<file path="config.mk">
export PLATFORM = sky130hd
export DESIGN_NAME = io_intr_controller_flat
export DESIGN_NICKNAME = d
export VERILOG_FILES = /design/src/rtl/io_intr_controller_if.sv /design/src/rtl/io_intr_controller.sv /design/src/flat_wrapper.sv
export SDC_FILE = /design/constraint.sdc
export NUM_CORES = 1
export LEC_CHECK = 0
export CORE_MARGIN = 2
export CORE_UTILIZATION = 25
export CTS_BUF_LIST = sky130_fd_sc_hd__clkbuf_2 sky130_fd_sc_hd__clkbuf_4 sky130_fd_sc_hd__clkbuf_8
export DETAILED_ROUTE_END_ITERATION = 8
export SLEW_MARGIN = 25
export SYNTH_ARGS = -nofsm -noshare
export SYNTH_HDL_FRONTEND = slang
export SYNTH_SLANG_ARGS = --single-unit
</file>
<file path="constraint.sdc">
create_clock -name Clk -period 5.47 [get_ports Clk]
set_clock_uncertainty 0.2 [all_clocks]
set_input_delay 1.3675 -clock Clk [delete_from_list [all_inputs] [get_ports Clk]]
set_output_delay 1.3675 -clock Clk [all_outputs]
set_load 0.005 [all_outputs]
</file>
<file path="src/rtl/io_intr_controller_if.sv">
// Bus bundle between the IO/interrupt controller and the CPU-side logic.
// The slave modport is the controller's view; master is the CPU/bench view.
interface io_intr_controller_if #(
  parameter int WIDTH = 16,
  parameter int NCH   = 4
);
  localparam int VW = $clog2(NCH);

  logic [WIDTH-1:0] In;
  logic             InStrobe;
  logic             RdEn;
  logic [WIDTH-1:0] RdData;
  logic             InEmpty;
  logic             InFull;
  logic             InOverflow;
  logic             WrEn;
  logic [WIDTH-1:0] WrData;
  logic [WIDTH-1:0] Out;
  logic [NCH-1:0]   Int;
  logic             MaskWe;
  logic [NCH-1:0]   MaskData;
  logic             IntReq;
  logic [VW-1:0]    IntVec;
  logic             IntAck;
  logic             IntDone;

  modport slave (
    input  In, InStrobe, RdEn, WrEn, WrData, Int, MaskWe, MaskData, IntAck, IntDone,
    output RdData, InEmpty, InFull, InOverflow, Out, IntReq, IntVec
  );

  modport master (
    output In, InStrobe, RdEn, WrEn, WrData, Int, MaskWe, MaskData, IntAck, IntDone,
    input  RdData, InEmpty, InFull, InOverflow, Out, IntReq, IntVec
  );
endinterface

</file>
<file path="src/rtl/io_intr_controller.sv">
// IO controller: show-ahead input FIFO, registered output port and a
// non-nesting, lowest-index-first interrupt controller with edge capture.
module io_intr_controller #(
  parameter int WIDTH = 16,
  parameter int DEPTH = 4,
  parameter int NCH   = 4
) (
  input logic                 Clk,
  input logic                 Rst,
  io_intr_controller_if.slave bus
);
  localparam int AW = $clog2(DEPTH);
  localparam int VW = $clog2(NCH);

  typedef enum logic [1:0] {IDLE, REQ, SERVICE} state_t;

  logic [WIDTH-1:0] mem [DEPTH];
  logic [AW-1:0]    wr_ptr, rd_ptr;
  logic [AW:0]      count;
  logic             overflow;
  logic             empty, full, push, pop;
  logic [WIDTH-1:0] out_reg;

  logic [NCH-1:0]   int_prev, pending, mask;
  logic [NCH-1:0]   edges, req_bits, ack_clr;
  logic [VW-1:0]    vec, vec_next, lowest;
  state_t           state, state_next;

  assign empty = (count == '0);
  assign full  = (count == (AW+1)'(DEPTH));
  assign pop   = bus.RdEn && !empty;
  // A pop in the same cycle frees the slot, so a push while full is still taken
  assign push  = bus.InStrobe && (!full || pop);

  always_ff @(posedge Clk) begin
    if (push)
      mem[wr_ptr] <= bus.In;
  end

  always_ff @(posedge Clk or posedge Rst) begin
    if (Rst) begin
      wr_ptr   <= '0;
      rd_ptr   <= '0;
      count    <= '0;
      overflow <= 1'b0;
    end else begin
      if (push)
        wr_ptr <= wr_ptr + 1'b1;
      if (pop)
        rd_ptr <= rd_ptr + 1'b1;
      case ({push, pop})
        2'b10:   count <= count + 1'b1;
        2'b01:   count <= count - 1'b1;
        default: count <= count;
      endcase
      if (bus.InStrobe && full && !bus.RdEn)
        overflow <= 1'b1;
    end
  end

  always_ff @(posedge Clk or posedge Rst) begin
    if (Rst)
      out_reg <= '0;
    else if (bus.WrEn)
      out_reg <= bus.WrData;
  end

  assign bus.RdData     = empty ? '0 : mem[rd_ptr];
  assign bus.InEmpty    = empty;
  assign bus.InFull     = full;
  assign bus.InOverflow = overflow;
  assign bus.Out        = out_reg;

  // int_prev resets low so a line already high at reset release counts as an edge
  assign edges    = bus.Int & ~int_prev;
  assign req_bits = pending & mask;

  always_comb begin
    lowest = '0;
    for (int i = NCH - 1; i >= 0; i--) begin
      if (req_bits[i])
        lowest = VW'(i);
    end
  end

  always_comb begin
    state_next = state;
    vec_next   = vec;
    ack_clr    = '0;
    case (state)
      IDLE: begin
        if (|req_bits) begin
          state_next = REQ;
          vec_next   = lowest;
        end
      end
      REQ: begin
        if (bus.IntAck) begin
          state_next = SERVICE;
          ack_clr    = NCH'(1) << vec;
        end
      end
      SERVICE: begin
        if (bus.IntDone)
          state_next = IDLE;
      end
      default: state_next = IDLE;
    endcase
  end

  always_ff @(posedge Clk or posedge Rst) begin
    if (Rst) begin
      state    <= IDLE;
      vec      <= '0;
      int_prev <= '0;
      pending  <= '0;
      mask     <= '1;
    end else begin
      state    <= state_next;
      vec      <= vec_next;
      int_prev <= bus.Int;
      // A fresh edge on the acknowledged channel wins over the clear
      pending  <= (pending & ~ack_clr) | edges;
      if (bus.MaskWe)
        mask <= bus.MaskData;
    end
  end

  assign bus.IntReq = (state == REQ);
  assign bus.IntVec = vec;
endmodule

</file>
<file path="src/flat_wrapper.sv">
// flat-port wrapper written by rule: the top's interface ports become plain ports
module io_intr_controller_flat 
#(
  parameter int WIDTH = 16,
  parameter int DEPTH = 4,
  parameter int NCH   = 4
)
  (Clk, Rst, bus_In, bus_InStrobe, bus_RdEn, bus_WrEn, bus_WrData, bus_Int, bus_MaskWe, bus_MaskData, bus_IntAck, bus_IntDone, bus_RdData, bus_InEmpty, bus_InFull, bus_InOverflow, bus_Out, bus_IntReq, bus_IntVec);
  io_intr_controller_if #(.WIDTH(WIDTH), .NCH(NCH)) bus_i ();
  input logic Clk;
  input logic Rst;
  input wire logic [$bits(bus_i.In)-1:0] bus_In;
  input wire logic [$bits(bus_i.InStrobe)-1:0] bus_InStrobe;
  input wire logic [$bits(bus_i.RdEn)-1:0] bus_RdEn;
  input wire logic [$bits(bus_i.WrEn)-1:0] bus_WrEn;
  input wire logic [$bits(bus_i.WrData)-1:0] bus_WrData;
  input wire logic [$bits(bus_i.Int)-1:0] bus_Int;
  input wire logic [$bits(bus_i.MaskWe)-1:0] bus_MaskWe;
  input wire logic [$bits(bus_i.MaskData)-1:0] bus_MaskData;
  input wire logic [$bits(bus_i.IntAck)-1:0] bus_IntAck;
  input wire logic [$bits(bus_i.IntDone)-1:0] bus_IntDone;
  output wire logic [$bits(bus_i.RdData)-1:0] bus_RdData;
  output wire logic [$bits(bus_i.InEmpty)-1:0] bus_InEmpty;
  output wire logic [$bits(bus_i.InFull)-1:0] bus_InFull;
  output wire logic [$bits(bus_i.InOverflow)-1:0] bus_InOverflow;
  output wire logic [$bits(bus_i.Out)-1:0] bus_Out;
  output wire logic [$bits(bus_i.IntReq)-1:0] bus_IntReq;
  output wire logic [$bits(bus_i.IntVec)-1:0] bus_IntVec;
  assign bus_i.In = bus_In;
  assign bus_i.InStrobe = bus_InStrobe;
  assign bus_i.RdEn = bus_RdEn;
  assign bus_i.WrEn = bus_WrEn;
  assign bus_i.WrData = bus_WrData;
  assign bus_i.Int = bus_Int;
  assign bus_i.MaskWe = bus_MaskWe;
  assign bus_i.MaskData = bus_MaskData;
  assign bus_i.IntAck = bus_IntAck;
  assign bus_i.IntDone = bus_IntDone;
  assign bus_RdData = bus_i.RdData;
  assign bus_InEmpty = bus_i.InEmpty;
  assign bus_InFull = bus_i.InFull;
  assign bus_InOverflow = bus_i.InOverflow;
  assign bus_Out = bus_i.Out;
  assign bus_IntReq = bus_i.IntReq;
  assign bus_IntVec = bus_i.IntVec;
  io_intr_controller #(.WIDTH(WIDTH), .DEPTH(DEPTH), .NCH(NCH)) u_core (.Clk(Clk), .Rst(Rst), .bus(bus_i));
endmodule
</file>
==> results.ini <==
[place]
gp_congestion=0.711
io_buffers=85
dp.cells=542
hpwl_um=5240
place_ws_ps=1390

[global_route]
grt_pass1_vias=2575
antenna_found_initial=0
grt_overflow=0
grt_start_max_net_pins=41
grt_use_total_pct=9.90
grt_pass1_wl_um=13300

[finish]
regArea_um2=2930
n_fill_cell=1598
area_growth_pct=29.8
layout.nets=386
layoutNonFillerInstCount=558
final_core_util_pct=33.0
drive_above_1_share_pct=18.9
antenna_cells=0
multi_input_area_um2=1160

[routing]
viasPerCell=4.19
wl_per_cell_um=14.6
drt_iter0_drc=69
ant_nets=0
drc_errors=0
routed_wl_um=8140
firstDrtPassIters=4
dr_total_vias=2336

[floorplanning]
initial_core_util_pct=25.4
die-height_um=134
core_um2=16500
rows=47
die_w_um=134
dieArea_um2=17900
io_pins=86

[timing]
setup_viol=0
rsz0062_at_grt=false
timing.final.ws_setup_ps=1560
relSlewSlack_pct=42.2
fin_crit_sh_pct=71.6
tns_ps=0
final_max_slew_viol_count=0
fin_crit_ps=3910
hold_viol=0
max_freq_mhz=255
worstMarginPinSlew_ps=868

[cts]
cts_hold_buf=0
cts_buffer_depth=2
clock_tree.root_cell=clkbuf_8
htreeDepth=3
cts.repair.resized=0
clkLatencyLatePin_ps=380
cts_buffers=9
cts_tree=done
path_clk_slew_ps=100
cts_sinks=104
postCtsSetupBuffers=0

[hold_path]
holdCritPathClass=flop to flop
min_from=u_core.int_prev[3]

[pwr]
p_leak_nw=1.96
power_density_nw_per_um2=446
switching_share_pct=29.5
clkPwrFrac_pct=18.0
pwr-share-comb_pct=35.3
p_sw_w=0.000717
pwr-share-seq_pct=46.6
total_power_w=0.00243
ir_drop_v=0.000222
p_int_w=0.00171

[setup_path]
end_kind=output port
cp.arrival_ps=2350
critPathLaunch=u_core.rd_ptr[1]
cp.required_ps=3900
crit_type=flop to output port
reg2reg_from=u_core.count[0]
worstPathMaxFanout=17
critPathLaunchType=flop

[synth]
async_flop_share_pct=38.5
synth_nets=298
yosysTopAreaCell=edfxtp_1
syn_inst=245
synth_edf_count=64
yosysWarnings=0
synth.cell_area_um2=4200
ys_ff_latch=104
ys.flop_type=edfxtp_1
synth.most_common_cell=edfxtp_1
avgSynthCellArea_um2=17.1
ys_types=38
yosys.area.top_type_share_pct=45.7
synthTopCellsByArea=edfxtp_1, dfrtp_1, mux4_2, mux2_2, dfstp_2
ys_seq_area_share_pct=69.7
ys_top_cells_by_count=edfxtp_1, dfrtp_1, mux2_2

[flow_run]
maxCapViolations=0

[run_status]
status=finished clean

==> stage by stage <==
stage	instance area [um2]	hold slack, ps
final	5450	227
after global routing	5450	252
after CTS	5450	234
after detailed placement	5280	219
after global placement	5280	208
after floorplan	4200	200
==> worst max-delay path: stages, from the launching register on <==
cell and delay (ps):
dfrtp_1 920, mux4_2 420, and2_1 170, clkdlybuf4s50_1 440
==> worst paths after layout <==
| path | endpoint | slack, ps | cells after the start |
|---|---|---|---|
| worst max-delay path | bus_RdData[13] | 1560 | 3 |
| worst min-delay path | u_core.pending[3] | 230 | 1 |
| worst max register to register | u_core.count[2] | 2450 | 7 |
| worst min register to register | u_core.pending[3] | 230 | 1 |
| max in group asynchronous | u_core.mask[0] | 3500 | 3 |
| min in group asynchronous | u_core.state[0] | 1200 | 3 |
==> metal layers <==
metal | GRT usage [%] | part of all wire [%] | vias to the layer above | routed length [um]
met5 | 0 | 0 | - | 0
met4 | 3.01 | 1.1 | 0 | 93
met3 | 4.87 | 7.8 | 8 | 637
met2 | 16.0 | 48 | 74 | 3910
met1 | 11.6 | 43 | 1170 | 3490
li1 | - | - | 1084 | -
==> power groups by stage <==
stage | registers (W) | clock network [W] | logic [W]
6_report | 0.00113 | 0.000438 | 0.000859
5_1_grt | 0.00116 | 0.000497 | 0.000956
4_1_cts | 0.00114 | 0.000468 | 0.000886
3_5_place_dp | 0.00115 | 0 | 0.000886
3_3_place_gp | 0.00114 | 0 | 0.000875
2_1_floorplan | 0.00109 | 0 | 0.000521
==> cells by family after synthesis <==
| group | synth area share [%] |
|---|---|
| XOR/XNOR | 1.04 |
| AO/OA/AOI/OAI | 4.47 |
| buffers and inverters | 2.80 |
| flip-flops | 69.7 |
| multiplexers | 14.3 |
| AND/OR/NAND/NOR | 6.05 |
| adder cells (fa/ha/maj) | 1.67 |
==> cell usage in the layout, fill, tap and decap left out, types with 2 or more instances in the layout <==
| cell | n |
|---|---|
| and2_1 | 16 |
| nor2b_1 | 2 |
| or3_1 | 3 |
| a32o_1 | 2 |
| a22o_1 | 3 |
| ha_1 | 4 |
| clkdlybuf4s50_1 | 85 |
| nor2_1 | 4 |
| edfxtp_1 | 64 |
| nand2_1 | 5 |
| mux2_2 | 20 |
| o31ai_1 | 2 |
| a21oi_1 | 6 |
| dfrtp_1 | 36 |
| buf_4 | 2 |
| clkbuf_8 | 9 |
| and2_2 | 4 |
| dfstp_2 | 4 |
| or3b_1 | 2 |
| inv_6 | 3 |
| nand3b_1 | 2 |
| o21ai_0 | 8 |
| xnor2_1 | 4 |
| inv_1 | 15 |
| mux4_2 | 16 |
==> area by class of cell <==
class                      instances  share of cell area (%)
sequential                       104                    53.7
timing repair buffer              87                    15.9
clock inverter                     6                   0.734
multi-input combinational        116                    21.2
clock buffer                      10                    2.41
tap                              220                    5.05
inverter                          15                    1.03
==> sequential cells by signal (all words and copies together) (netlist names) <==
signal / cells
u_core.count: 3
u_core.state: 2
u_core.mem: 64
u_core.bus.InOverflow: 1
u_core.rd_ptr: 2
u_core.bus.Out: 16
u_core.mask: 4
u_core.int_prev: 4
u_core.bus.IntVec: 2
u_core.wr_ptr: 2
u_core.pending: 4
No activity file was read; power rests on OpenSTA's default activity.
